<file path="config.mk">
export PLATFORM = sky130hd
export DESIGN_NAME = zilla_dmem_arbiter_flat
export DESIGN_NICKNAME = d
export VERILOG_FILES = /design/src/rtl/zilla_dmem_arbiter_pkg.sv /design/src/rtl/zilla_dmem_arbiter_if.sv /design/src/rtl/zilla_arb_starve_cnt.sv /design/src/rtl/zilla_dmem_arbiter.sv /design/src/flat_wrapper.sv
export SDC_FILE = /design/constraint.sdc
export NUM_CORES = 1
export LEC_CHECK = 0
export CAP_MARGIN = 20
export CORE_AREA = 3 3 107 109
export DETAILED_ROUTE_END_ITERATION = 10
export DIE_AREA = 0 0 110 112
export PLACE_DENSITY = 0.75
export SYNTH_ARGS = -nofsm -noshare
export SYNTH_HDL_FRONTEND = slang
export SYNTH_HIERARCHICAL = 1
export SYNTH_SLANG_ARGS = --single-unit
</file>
<file path="constraint.sdc">
create_clock -name mem_clk -period 2.63 [get_ports mem_clk]
set_clock_uncertainty 0.05 [all_clocks]
set_input_delay 0.6575 -clock mem_clk [delete_from_list [all_inputs] [get_ports mem_clk]]
set_output_delay 0.6575 -clock mem_clk [all_outputs]
set_load 0.02 [all_outputs]
</file>
<file path="src/rtl/zilla_dmem_arbiter_pkg.sv">
// Shared types and constants for the data-memory arbiter: response states,
// requester IDs, counter widths and the saturating-increment helper.
package zilla_dmem_arbiter_pkg;

`ifdef ZILLA_64_BIT
   localparam int unsigned DMEM_DATA_WIDTH = 64;
`else
   localparam int unsigned DMEM_DATA_WIDTH = 32;
`endif

   localparam int unsigned STARVE_CNT_W = 4;
   localparam int unsigned PERF_CNT_W   = 32;

   typedef enum logic [1:0] {
      IDLE    = 2'd0,
      RD_CORE = 2'd1,
      RD_DBG  = 2'd2
   } resp_state_e;

   typedef enum logic [1:0] {
      REQ_NONE = 2'd0,
      REQ_CORE = 2'd1,
      REQ_DBG  = 2'd2
   } req_id_e;

   // Counter increment that sticks at all-ones instead of wrapping.
   function automatic logic [PERF_CNT_W-1:0] sat_inc(input logic [PERF_CNT_W-1:0] v);
      return (&v) ? v : v + PERF_CNT_W'(1);
   endfunction

endpackage

</file>
<file path="src/rtl/zilla_dmem_arbiter_if.sv">
// Requester/memory bus bundle for the data-memory arbiter.
// Perf counter signals exist only when ZILLA_DMEM_ARB_PERF_EN is defined.
interface zilla_dmem_arbiter_if
   import zilla_dmem_arbiter_pkg::*;
#(
   parameter int unsigned DATA_WIDTH = DMEM_DATA_WIDTH,
   parameter int unsigned STRB_WIDTH = DATA_WIDTH >> 3
);
   logic                  dbg_mode_i;
   logic                  core_req_i;
   logic                  core_we_i;
   logic [DATA_WIDTH-1:0] core_addr_i;
   logic [DATA_WIDTH-1:0] core_wdata_i;
   logic [STRB_WIDTH-1:0] core_strb_i;
   logic                  core_gnt_o;
   logic                  core_rvalid_o;
   logic                  dbg_req_i;
   logic                  dbg_we_i;
   logic [DATA_WIDTH-1:0] dbg_addr_i;
   logic [DATA_WIDTH-1:0] dbg_wdata_i;
   logic [STRB_WIDTH-1:0] dbg_strb_i;
   logic                  dbg_gnt_o;
   logic                  dbg_rvalid_o;
   logic [DATA_WIDTH-1:0] rdata_o;
   logic                  mem_wr_en_o;
   logic                  mem_rd_en_o;
   logic [DATA_WIDTH-1:0] mem_addr_o;
   logic [DATA_WIDTH-1:0] mem_wdata_o;
   logic [STRB_WIDTH-1:0] mem_strb_o;
   logic [DATA_WIDTH-1:0] mem_rdata_i;
`ifdef ZILLA_DMEM_ARB_PERF_EN
   logic                  perf_clr_i;
   logic [31:0]           perf_core_gnt_o;
   logic [31:0]           perf_dbg_gnt_o;
   logic [31:0]           perf_conflict_o;
`endif

   modport slave (
      input  dbg_mode_i, core_req_i, core_we_i, core_addr_i, core_wdata_i, core_strb_i,
      input  dbg_req_i, dbg_we_i, dbg_addr_i, dbg_wdata_i, dbg_strb_i, mem_rdata_i,
      output core_gnt_o, core_rvalid_o, dbg_gnt_o, dbg_rvalid_o, rdata_o,
      output mem_wr_en_o, mem_rd_en_o, mem_addr_o, mem_wdata_o, mem_strb_o
`ifdef ZILLA_DMEM_ARB_PERF_EN
      , input perf_clr_i
      , output perf_core_gnt_o, perf_dbg_gnt_o, perf_conflict_o
`endif
   );

   modport master (
      output dbg_mode_i, core_req_i, core_we_i, core_addr_i, core_wdata_i, core_strb_i,
      output dbg_req_i, dbg_we_i, dbg_addr_i, dbg_wdata_i, dbg_strb_i, mem_rdata_i,
      input  core_gnt_o, core_rvalid_o, dbg_gnt_o, dbg_rvalid_o, rdata_o,
      input  mem_wr_en_o, mem_rd_en_o, mem_addr_o, mem_wdata_o, mem_strb_o
`ifdef ZILLA_DMEM_ARB_PERF_EN
      , output perf_clr_i
      , input perf_core_gnt_o, perf_dbg_gnt_o, perf_conflict_o
`endif
   );
endinterface

</file>
<file path="src/rtl/zilla_arb_starve_cnt.sv">
// Counts consecutive cycles the core is denied; saturates at MAX_WAIT.
module zilla_arb_starve_cnt
   import zilla_dmem_arbiter_pkg::*;
#(
   parameter int unsigned MAX_WAIT = 4
) (
   input  logic clk,
   input  logic rst_n,
   input  logic inc,
   input  logic clr,
   output logic at_max_c
);
   logic [STARVE_CNT_W-1:0] cnt_q;

   assign at_max_c = (cnt_q == STARVE_CNT_W'(MAX_WAIT));

   always_ff @(posedge clk or negedge rst_n) begin
      if (!rst_n) begin
         cnt_q <= STARVE_CNT_W'(0);
      end else if (clr) begin
         cnt_q <= STARVE_CNT_W'(0);
      end else if (inc && !at_max_c) begin
         cnt_q <= cnt_q + STARVE_CNT_W'(1);
      end
   end
endmodule

</file>
<file path="src/rtl/zilla_dmem_arbiter.sv">
// Core/debug arbiter for the single data-memory port with read-response routing.
// Define ZILLA_DMEM_ARB_PERF_EN to add grant/conflict performance counters.
module zilla_dmem_arbiter
   import zilla_dmem_arbiter_pkg::*;
#(
   parameter int unsigned DATA_WIDTH = DMEM_DATA_WIDTH,
   parameter int unsigned STRB_WIDTH = DATA_WIDTH >> 3,
   parameter int unsigned MAX_WAIT   = 4
) (
   input  logic                 mem_clk,
   input  logic                 mem_rst,
   zilla_dmem_arbiter_if.slave  bus
);
   logic        dbg_eff;
   logic        starve_max;
   req_id_e     winner;
   resp_state_e state_q;
   resp_state_e state_d;

   assign dbg_eff = bus.dbg_req_i & bus.dbg_mode_i;

   zilla_arb_starve_cnt #(.MAX_WAIT(MAX_WAIT)) u_starve (
      .clk      (mem_clk),
      .rst_n    (mem_rst),
      .inc      (bus.core_req_i & ~bus.core_gnt_o),
      .clr      (bus.core_gnt_o | ~bus.core_req_i),
      .at_max_c (starve_max)
   );

   // Debug has priority on conflict unless the core has waited MAX_WAIT cycles.
   always_comb begin
      winner = REQ_NONE;
      if (bus.core_req_i && (!dbg_eff || starve_max)) begin
         winner = REQ_CORE;
      end else if (dbg_eff) begin
         winner = REQ_DBG;
      end
   end

   always_comb begin
      bus.core_gnt_o  = 1'b0;
      bus.dbg_gnt_o   = 1'b0;
      bus.mem_wr_en_o = 1'b0;
      bus.mem_rd_en_o = 1'b0;
      bus.mem_addr_o  = DATA_WIDTH'(0);
      bus.mem_wdata_o = DATA_WIDTH'(0);
      bus.mem_strb_o  = STRB_WIDTH'(0);
      unique case (winner)
         REQ_CORE: begin
            bus.core_gnt_o  = 1'b1;
            bus.mem_wr_en_o = bus.core_we_i;
            bus.mem_rd_en_o = ~bus.core_we_i;
            bus.mem_addr_o  = bus.core_addr_i;
            bus.mem_wdata_o = bus.core_wdata_i;
            bus.mem_strb_o  = bus.core_strb_i;
         end
         REQ_DBG: begin
            bus.dbg_gnt_o   = 1'b1;
            bus.mem_wr_en_o = bus.dbg_we_i;
            bus.mem_rd_en_o = ~bus.dbg_we_i;
            bus.mem_addr_o  = bus.dbg_addr_i;
            bus.mem_wdata_o = bus.dbg_wdata_i;
            bus.mem_strb_o  = bus.dbg_strb_i;
         end
         default: ;
      endcase
   end

   always_ff @(posedge mem_clk or negedge mem_rst) begin
      if (!mem_rst) begin
         state_q <= IDLE;
      end else begin
         state_q <= state_d;
      end
   end

   // Response owner is decided purely by who was granted a read last cycle.
   always_comb begin
      state_d           = IDLE;
      bus.core_rvalid_o = 1'b0;
      bus.dbg_rvalid_o  = 1'b0;
      bus.rdata_o       = DATA_WIDTH'(0);
      if (winner == REQ_CORE && !bus.core_we_i) begin
         state_d = RD_CORE;
      end else if (winner == REQ_DBG && !bus.dbg_we_i) begin
         state_d = RD_DBG;
      end
      unique case (state_q)
         RD_CORE: begin
            bus.core_rvalid_o = 1'b1;
            bus.rdata_o       = bus.mem_rdata_i;
         end
         RD_DBG: begin
            bus.dbg_rvalid_o = 1'b1;
            bus.rdata_o      = bus.mem_rdata_i;
         end
         default: ;
      endcase
   end

`ifdef ZILLA_DMEM_ARB_PERF_EN
   logic [PERF_CNT_W-1:0] perf_core_q;
   logic [PERF_CNT_W-1:0] perf_dbg_q;
   logic [PERF_CNT_W-1:0] perf_conf_q;

   always_ff @(posedge mem_clk or negedge mem_rst) begin
      if (!mem_rst) begin
         perf_core_q <= PERF_CNT_W'(0);
         perf_dbg_q  <= PERF_CNT_W'(0);
         perf_conf_q <= PERF_CNT_W'(0);
      end else if (bus.perf_clr_i) begin
         perf_core_q <= PERF_CNT_W'(0);
         perf_dbg_q  <= PERF_CNT_W'(0);
         perf_conf_q <= PERF_CNT_W'(0);
      end else begin
         if (winner == REQ_CORE)          perf_core_q <= sat_inc(perf_core_q);
         if (winner == REQ_DBG)           perf_dbg_q  <= sat_inc(perf_dbg_q);
         if (bus.core_req_i && dbg_eff)   perf_conf_q <= sat_inc(perf_conf_q);
      end
   end

   assign bus.perf_core_gnt_o = perf_core_q;
   assign bus.perf_dbg_gnt_o  = perf_dbg_q;
   assign bus.perf_conflict_o = perf_conf_q;
`else
   // No performance counters in this build.
`endif

endmodule

</file>
<file path="src/flat_wrapper.sv">
// flat-port wrapper written by rule: the top's interface ports become plain ports
module zilla_dmem_arbiter_flat import zilla_dmem_arbiter_pkg::*;
#(
   parameter int unsigned DATA_WIDTH = DMEM_DATA_WIDTH,
   parameter int unsigned STRB_WIDTH = DATA_WIDTH >> 3,
   parameter int unsigned MAX_WAIT   = 4
)
  (mem_clk, mem_rst, bus_dbg_mode_i, bus_core_req_i, bus_core_we_i, bus_core_addr_i, bus_core_wdata_i, bus_core_strb_i, bus_dbg_req_i, bus_dbg_we_i, bus_dbg_addr_i, bus_dbg_wdata_i, bus_dbg_strb_i, bus_mem_rdata_i, bus_core_gnt_o, bus_core_rvalid_o, bus_dbg_gnt_o, bus_dbg_rvalid_o, bus_rdata_o, bus_mem_wr_en_o, bus_mem_rd_en_o, bus_mem_addr_o, bus_mem_wdata_o, bus_mem_strb_o);
  zilla_dmem_arbiter_if #(.DATA_WIDTH(DATA_WIDTH), .STRB_WIDTH(STRB_WIDTH)) bus_i ();
  input  logic mem_clk;
  input  logic mem_rst;
  input wire logic [$bits(bus_i.dbg_mode_i)-1:0] bus_dbg_mode_i;
  input wire logic [$bits(bus_i.core_req_i)-1:0] bus_core_req_i;
  input wire logic [$bits(bus_i.core_we_i)-1:0] bus_core_we_i;
  input wire logic [$bits(bus_i.core_addr_i)-1:0] bus_core_addr_i;
  input wire logic [$bits(bus_i.core_wdata_i)-1:0] bus_core_wdata_i;
  input wire logic [$bits(bus_i.core_strb_i)-1:0] bus_core_strb_i;
  input wire logic [$bits(bus_i.dbg_req_i)-1:0] bus_dbg_req_i;
  input wire logic [$bits(bus_i.dbg_we_i)-1:0] bus_dbg_we_i;
  input wire logic [$bits(bus_i.dbg_addr_i)-1:0] bus_dbg_addr_i;
  input wire logic [$bits(bus_i.dbg_wdata_i)-1:0] bus_dbg_wdata_i;
  input wire logic [$bits(bus_i.dbg_strb_i)-1:0] bus_dbg_strb_i;
  input wire logic [$bits(bus_i.mem_rdata_i)-1:0] bus_mem_rdata_i;
  output wire logic [$bits(bus_i.core_gnt_o)-1:0] bus_core_gnt_o;
  output wire logic [$bits(bus_i.core_rvalid_o)-1:0] bus_core_rvalid_o;
  output wire logic [$bits(bus_i.dbg_gnt_o)-1:0] bus_dbg_gnt_o;
  output wire logic [$bits(bus_i.dbg_rvalid_o)-1:0] bus_dbg_rvalid_o;
  output wire logic [$bits(bus_i.rdata_o)-1:0] bus_rdata_o;
  output wire logic [$bits(bus_i.mem_wr_en_o)-1:0] bus_mem_wr_en_o;
  output wire logic [$bits(bus_i.mem_rd_en_o)-1:0] bus_mem_rd_en_o;
  output wire logic [$bits(bus_i.mem_addr_o)-1:0] bus_mem_addr_o;
  output wire logic [$bits(bus_i.mem_wdata_o)-1:0] bus_mem_wdata_o;
  output wire logic [$bits(bus_i.mem_strb_o)-1:0] bus_mem_strb_o;
  assign bus_i.dbg_mode_i = bus_dbg_mode_i;
  assign bus_i.core_req_i = bus_core_req_i;
  assign bus_i.core_we_i = bus_core_we_i;
  assign bus_i.core_addr_i = bus_core_addr_i;
  assign bus_i.core_wdata_i = bus_core_wdata_i;
  assign bus_i.core_strb_i = bus_core_strb_i;
  assign bus_i.dbg_req_i = bus_dbg_req_i;
  assign bus_i.dbg_we_i = bus_dbg_we_i;
  assign bus_i.dbg_addr_i = bus_dbg_addr_i;
  assign bus_i.dbg_wdata_i = bus_dbg_wdata_i;
  assign bus_i.dbg_strb_i = bus_dbg_strb_i;
  assign bus_i.mem_rdata_i = bus_mem_rdata_i;
  assign bus_core_gnt_o = bus_i.core_gnt_o;
  assign bus_core_rvalid_o = bus_i.core_rvalid_o;
  assign bus_dbg_gnt_o = bus_i.dbg_gnt_o;
  assign bus_dbg_rvalid_o = bus_i.dbg_rvalid_o;
  assign bus_rdata_o = bus_i.rdata_o;
  assign bus_mem_wr_en_o = bus_i.mem_wr_en_o;
  assign bus_mem_rd_en_o = bus_i.mem_rd_en_o;
  assign bus_mem_addr_o = bus_i.mem_addr_o;
  assign bus_mem_wdata_o = bus_i.mem_wdata_o;
  assign bus_mem_strb_o = bus_i.mem_strb_o;
  zilla_dmem_arbiter #(.DATA_WIDTH(DATA_WIDTH), .STRB_WIDTH(STRB_WIDTH), .MAX_WAIT(MAX_WAIT)) u_core (.mem_clk(mem_clk), .mem_rst(mem_rst), .bus(bus_i));
endmodule
</file>
==> results of run 1 <==
==> where the power goes <==
part	switching, mW	total (mW)	internal [mW]
combinational	0.431	0.963	0.532
sequential	0.000859	0.0953	0.0945
clock	0.0357	0.134	0.0980
==> state kept, by name, summed over array words and instances, names as in the netlist <==
name	flops
u_core/u_starve/cnt_q	4
u_core/state_q	2
==> worst reg2reg max path, stage by stage, from the launching register on <==
cell and delay (ns):
dfrtp_1 0.37, inv_2 0.07, ha_4 0.17, nand3b_4 0.09, inv_4 0.04, and3b_4 0.33
buf_6 0.15, buf_16 0.15, buf_4 0.12, and2_1 0.14, nand4_1 0.12, or3_1 0.33
a21oi_1 0.15
==> placed cells by master (no fill, tap or decap), drive strengths merged <==
cell and count:
a21o 2, nand2 72, nand3b 1, nand3 3, clkdlybuf4s15 1, nor2 3, o32ai 70, clkbuf 5
nand2b 1, or3 1, and3b 1, a21oi 4, clkdlybuf4s50 173, nand4 1, inv 74, dlygate4sd2 9
nor3 2, ha 4, nor2b 33, buf 103, dlymetal6s2s 26, dfrtp 6, and2 2
==> metrics by stage <==
| step | std cells | cell area, sq um | hold slack [ns] |
|---|---|---|---|
| floorplan | 314 | 2470 | 0.312 |
| global placement | 724 | 5450 | 0.470 |
| detailed placement | 724 | 5450 | 0.488 |
| CTS | 734 | 5320 | 0.492 |
| global route | 737 | 5660 | 0.522 |
| finish | 737 | 5660 | 0.495 |
==> path summary, 6_finish.rpt <==
| path | cells past startpoint | slack [ns] | start | end |
|---|---|---|---|---|
| setup / recovery | 9 | 0.04 | u_core/u_starve/cnt_q[0] | bus_mem_addr_o[21] |
| hold / removal | 2 | 0.49 | u_core/u_starve/cnt_q[3] | u_core/u_starve/cnt_q[3] |
| setup reg to reg | 12 | 0.29 | u_core/u_starve/cnt_q[0] | u_core/u_starve/cnt_q[3] |
| hold reg to reg | 2 | 0.49 | u_core/u_starve/cnt_q[3] | u_core/u_starve/cnt_q[3] |
| max in group asynchronous | 1 | 1.69 | mem_rst | u_core/u_starve/cnt_q[3] |
| min in group asynchronous | 1 | 0.63 | mem_rst | u_core/u_starve/cnt_q[2] |
==> cell type report <==
cell class              count  area, sq um  share of cell area
repair buffers            314         3080               0.545
multi-input cells         200         1930               0.341
inverters                  74          280              0.0496
well taps                 140          175              0.0310
flip-flops and latches      6          150              0.0265
clock buffers               3         41.3             0.00730
==> layer usage <==
| layer | vias up | track usage | part of all wire |
|---|---|---|---|
| li1 | 1637 | - | - |
| met1 | 1577 | 0.194 | 0.35 |
| met2 | 160 | 0.354 | 0.54 |
| met3 | 14 | 0.0446 | 0.095 |
| met4 | 0 | 0.0399 | 0.013 |
| met5 | - | 0 | 0 |
==> synth_stat cells <==
library cell / n / area (sq um)
inv_1: 73 / 274
nand2_1: 72 / 270
o32ai_2: 68 / 1110
nor2b_1: 33 / 206
buf_2: 16 / 80.1
buf_6: 14 / 158
dfrtp_1: 6 / 150
a21oi_1: 4 / 20.0
ha_1: 4 / 50.1
clkbuf_1: 3 / 11.3
nand3_1: 3 / 15.0
nor2_1: 3 / 11.3
a21o_2: 2 / 17.5
and2_1: 2 / 12.5
nor3_1: 2 / 10.0
o32ai_1: 2 / 17.5
and3b_1: 1 / 8.76
buf_4: 1 / 7.51
inv_2: 1 / 3.75
nand2b_1: 1 / 6.26
nand3b_4: 1 / 20.0
nand4_1: 1 / 6.26
or3_1: 1 / 6.26
==> cells by family after synthesis <==
kind of cell             after synthesis  share of synthesized area
AO/OA/AOI/OAI                         76                      0.470
adder cells (fa/ha/maj)                4                     0.0203
buffers and inverters                108                      0.216
flip-flops                             6                     0.0608
AND/OR/NAND/NOR                      120                      0.232
==> what timing repair did <==
action	in CTS	in global routing
endpoints found under the setup margin	78	89
hold buffers	0	0
pin swaps	4	4
gates cloned	3	2
resized for setup	305	88
buffers inserted	4	1
==> results by group, run 1 <==
Outcome
  – Status: finished clean

Cells and area
  – Nets: 778
  – Ant. Diodes: 0
  – Final core occ: 0.529
  – Share of cells above drive strength 1: 0.317
  – Fill count: 987
  – Area Overhead vs Synth: 129%

Critical path
  – Crit path DAT: 1.89 ns
  – Kind of critical path: register to output port
  – Worst path required time: 1.92 ns
  – Crit. End Element: output port
  – Slowest stage delay, CP: 0.39 ns
  – Worst-path cell chain: inv_2 -> ha_4 -> nand3b_4 -> inv_4 -> and3b_4 -> buf_12 -> buf_16 -> o32ai_2 -> buf_2
  – CP startpoint kind: register
  – Buf/Inv on CP: 5
  – Delay-heaviest family, CP: buffers and inverters
  – CP max stage cell: dfrtp_1
  – Crit path max fanout: 17

STA
  – Fin crit share: 0.986
  – Final Hold Viols: 0
  – F_max: 386 MHz
  – Least-Margin Pin Slew: 0.319 ns
  – Setup violations, final: 0
  – Slew margin rel.: 0.788
  – Final Critical Period: 2.59 ns
  – Fin. max-slew vios: 0
  – RSZ-0062 raised after global routing: yes
  – Setup ws final: 0.0360 ns
  – Total negative slack: 0 ns

Logic synthesis
  – Yosys cell types: 23
  – Register area share after synthesis: 0.0608
  – Mapped Area: 2470 sq um
  – Synthesized area per cell: 7.86 sq um
  – Yosys reg bits: 6
  – Syn Nets: 493
  – Yosys warning total: 6
  – Mapped Cells: 314

GRT
  – Gr ovfl total: 0
  – Pin count of the biggest net entering global routing: 36
  – Vias in the first global route: 3560
  – GRT Total Usage: 0.183
  – First-pass GRT wire length: 18000 um
  – Initial antenna violation count: 0

Die
  – Initial core utilization: 0.231
  – # IOs: 281
  – Row count: 38
  – Die Area: 12300 sq um
  – Area of the core: 10700 sq um
  – Die Y: 112 um
  – Die Wd: 110 um

Clock tree
  – CTS sink cnt: 6
  – Clk pin slew, worst setup/hold paths: 0.03 ns
  – CTS Buf Count: 3
  – CTS max path bufs: 2
  – Worst-Skew Late Latency: 0.22 ns
  – CTS root buf: clkbuf_8
  – TritonCTS clock tree: yes
  – Clock H-tree levels: 1

Route
  – Residual DRC count: 0
  – Drt initial violations: 138
  – Final wirelength: 12600 um
  – Drt via density: 4.60
  – Vias post-DR: 3388
  – First-pass DRT Iterations: 4
  – Detail Route Antenna Nets: 0
  – Routed len/inst: 17.0 um

Place
  – Pre-CTS setup slack: -0.536 ns
  – RePlAce Congestion: 0.830
  – DP Wirelength: 9470 um
  – Port Buffers: 280

Job
  – Max-cap violation count: 0

Pwr
  – Final Power: 1.19 mW
  – Cell Pwr Density: 211 nW/um^2
  – Peak supply drop: 105 uV
  – Leak: 2.89 nW

Min path
  – Hold Crit Class: register to register
Note: power is estimated with default switching activity, not from simulation.
==> run 2, diff against run 1 <==
--- a/config.mk
+++ b/config.mk
@@ -9,7 +9,7 @@
 export CORE_AREA = 3 3 107 109
 export DETAILED_ROUTE_END_ITERATION = 10
 export DIE_AREA = 0 0 110 112
-export PLACE_DENSITY = 0.75
+export PLACE_DENSITY = 0.78
 export SYNTH_ARGS = -nofsm -noshare
 export SYNTH_HDL_FRONTEND = slang
 export SYNTH_HIERARCHICAL = 1
==> results by group, run 2 (same netlist as run 1, synthesis figures left out) <==
Cells and area
  – Final core occ: 0.509 (-0.0194)
  – Leading cell types in the layout, fill and taps excluded: clkdlybuf4s50_1, inv_1, nand2_1
  – Most common cell after layout, fill and taps aside: clkdlybuf4s50_1
  – Regs by FF count: u_core/u_starve/cnt_q (4), u_core/state_q (2)
  – Nets: 775 (-0.39%)
  – Most flops, register: u_core/u_starve/cnt_q
  – Ant. Diodes: 0 (unchanged)
  – Number of flip-flops in the largest register: 4 (unchanged)
  – Share of cells above drive strength 1: 0.313 (-0.00345)
  – Area Overhead vs Synth: 121%

GRT
  – GRT Total Usage: 0.181 (-0.00162)
  – First-pass GRT wire length: 17900 um (-0.57%)
  – Gr ovfl total: 0 (unchanged)
  – Initial antenna violation count: 0 (unchanged)
  – Pin count of the biggest net entering global routing: 39 (+8.3%)
  – Vias in the first global route: 3402 (-4.4%)

STA
  – Final Critical Period: 2.57 ns (-0.0196 ns)
  – Setup violations, final: 0 (unchanged)
  – Fin crit share: 0.979 (-0.00745)
  – Least-Margin Pin Slew: 0.387 ns (+0.0679 ns)
  – Final Hold Viols: 0 (unchanged)
  – F_max: 388 MHz (+0.76%)
  – Fin. max-slew vios: 0 (unchanged)
  – Slew margin rel.: 0.742 (-0.0453)

Route
  – Final wirelength: 12000 um (-4.6%)
  – Drt initial violations: 203 (+47%)
  – Detail Route Antenna Nets: 0 (unchanged)
  – Vias post-DR: 3303 (-2.5%)
  – Drt via density: 4.50 (-2.1%)
  – First-pass DRT Iterations: 4 (unchanged)
  – Routed len/inst: 16.3 um (-4.2%)
  – Residual DRC count: 0 (unchanged)

Clock tree
  – # hold bufs at CTS: 0 (unchanged)
  – Worst-Skew Late Latency: 0.22 ns (about the same)
  – Clock H-tree levels: 1 (unchanged)
  – CTS Buf Count: 3 (unchanged)
  – CTS max path bufs: 2 (unchanged)
  – CTS root buf: clkbuf_8
  – TritonCTS clock tree: yes
  – Clk pin slew, worst setup/hold paths: 0.03 ns (about the same)
  – CTS sink cnt: 6 (unchanged)

Die
  – Row count: 38 (unchanged)
  – Die Wd: 110 um (unchanged)
  – Area of the core: 10700 sq um (unchanged)
  – Die Y: 112 um (unchanged)
  – Die Area: 12300 sq um (unchanged)
  – # IOs: 281 (unchanged)
  – Initial core utilization: 0.231 (unchanged)

Job
  – Max-cap violation count: 0 (unchanged)

Place
  – RePlAce Congestion: 0.886 (+6.8%)
  – Port Buffers: 280 (unchanged)
  – DP Wirelength: 8990 um (-5.1%)

Critical path
  – Kind of critical path: register to output port
  – Delay-heaviest family, CP: buffers and inverters
  – CP max stage cell: dfrtp_1
  – Crit path max fanout: 18 (+1)
  – CP startpoint kind: register
  – Crit. End Element: output port
  – Buf/Inv on CP: 5 (unchanged)
  – Worst path required time: 1.92 ns (about the same)
  – Most used cell along the critical path: inv_2
  – Worst-path cell chain: inv_2 -> ha_4 -> nand3b_4 -> inv_2 -> and3b_4 -> buf_4 -> buf_16 -> o32ai_2 -> buf_2
  – Crit path DAT: 1.87 ns (-0.02 ns)
  – Slowest stage delay, CP: 0.38 ns (about the same)

Pwr
  – Clk pwr share: 0.118 (+0.006)
  – Internal power: 0.693 mW (-4.3%)
  – Leak: 2.70 nW (-6.8%)
  – Seq pwr share: 0.082 (+0.002)
  – Sw Ratio: 0.401 (+0.00859)
  – Peak supply drop: 153 uV (+46%)
  – Cell Pwr Density: 213 nW/um^2 (+0.81%)
  – Final Power: 1.16 mW (-2.9%)
  – Gate power share: 0.799 (-0.009)
  – Sw Pwr: 0.464 mW (-0.77%)

Outcome
  – Status: finished clean

Min path
  – Hold Crit Class: register to register
## run 2: path summary, 6_finish.rpt
check                                         startpoint                  endpoint  slack [ns]  cells after the start
worst max-delay path            u_core/u_starve/cnt_q[1]        bus_mem_wdata_o[9]        0.06                      9
worst min register to register  u_core/u_starve/cnt_q[3]  u_core/u_starve/cnt_q[3]        0.51                      2
worst max register to register  u_core/u_starve/cnt_q[1]  u_core/u_starve/cnt_q[3]        0.30                     12
worst min-delay path            u_core/u_starve/cnt_q[3]  u_core/u_starve/cnt_q[3]        0.51                      2
min in group asynchronous                        mem_rst  u_core/u_starve/cnt_q[2]        0.64                      1
max in group asynchronous                        mem_rst  u_core/u_starve/cnt_q[0]        1.66                      1
## run 2: worst register-to-register path: cells and delay by family (launching register included)
kind                       cells  cell delay [ns]
buffers and inverters          5             0.57
and+or+nand+nor                5             0.96
DFF                            1             0.35
adders and majority gates      1             0.16
AOI/OAI and AO/OA              1             0.16
## run 2: area by class of cell
type	instances	area, sq um
well taps	140	175
inverters	74	278
clock buffers	3	41.3
multi-input cells	200	1880
flip-flops and latches	6	150
fillers	1034	5250
repair buffers	311	2920
## run 2: timing repair
item                       CTS  global route
pin swaps                    2             0
buffers inserted             5             2
setup endpoints to repair   91            50
resized for setup          327            36
cloned                       4             0
hold endpoints to repair     0             0
## run 2: per-layer routing
layer | vias to the layer above | global-route usage | part of all wire
met5 | - | 0 | 0
met4 | 0 | 0.0324 | 0.012
met3 | 10 | 0.0261 | 0.077
met2 | 136 | 0.356 | 0.54
met1 | 1532 | 0.202 | 0.37
li1 | 1625 | - | -
## run 2: through the flow
step	area, sq um	hold slack [ns]	TNS, ns	worst slack, ns	std cells
floorplan	2470	0.312	0	0.309	314
global placement	5420	0.477	-33.67	-0.494	720
detailed placement	5420	0.496	-35.96	-0.588	720
CTS	5470	0.501	-0.266	-0.0254	732
global route	5450	0.517	-0.0223	-0.0101	734
finish	5450	0.513	0	0.0556	734
## run 2: power by group through the flow
stage,Combinational [mW],Sequential [mW],Clock (mW)
5_1_grt,0.985,0.0954,0.150
2_1_floorplan,0.428,0.0963,0
3_3_place_gp,0.948,0.0963,0
6_report,0.925,0.0953,0.137
3_5_place_dp,0.961,0.0965,0
4_1_cts,0.944,0.0953,0.143
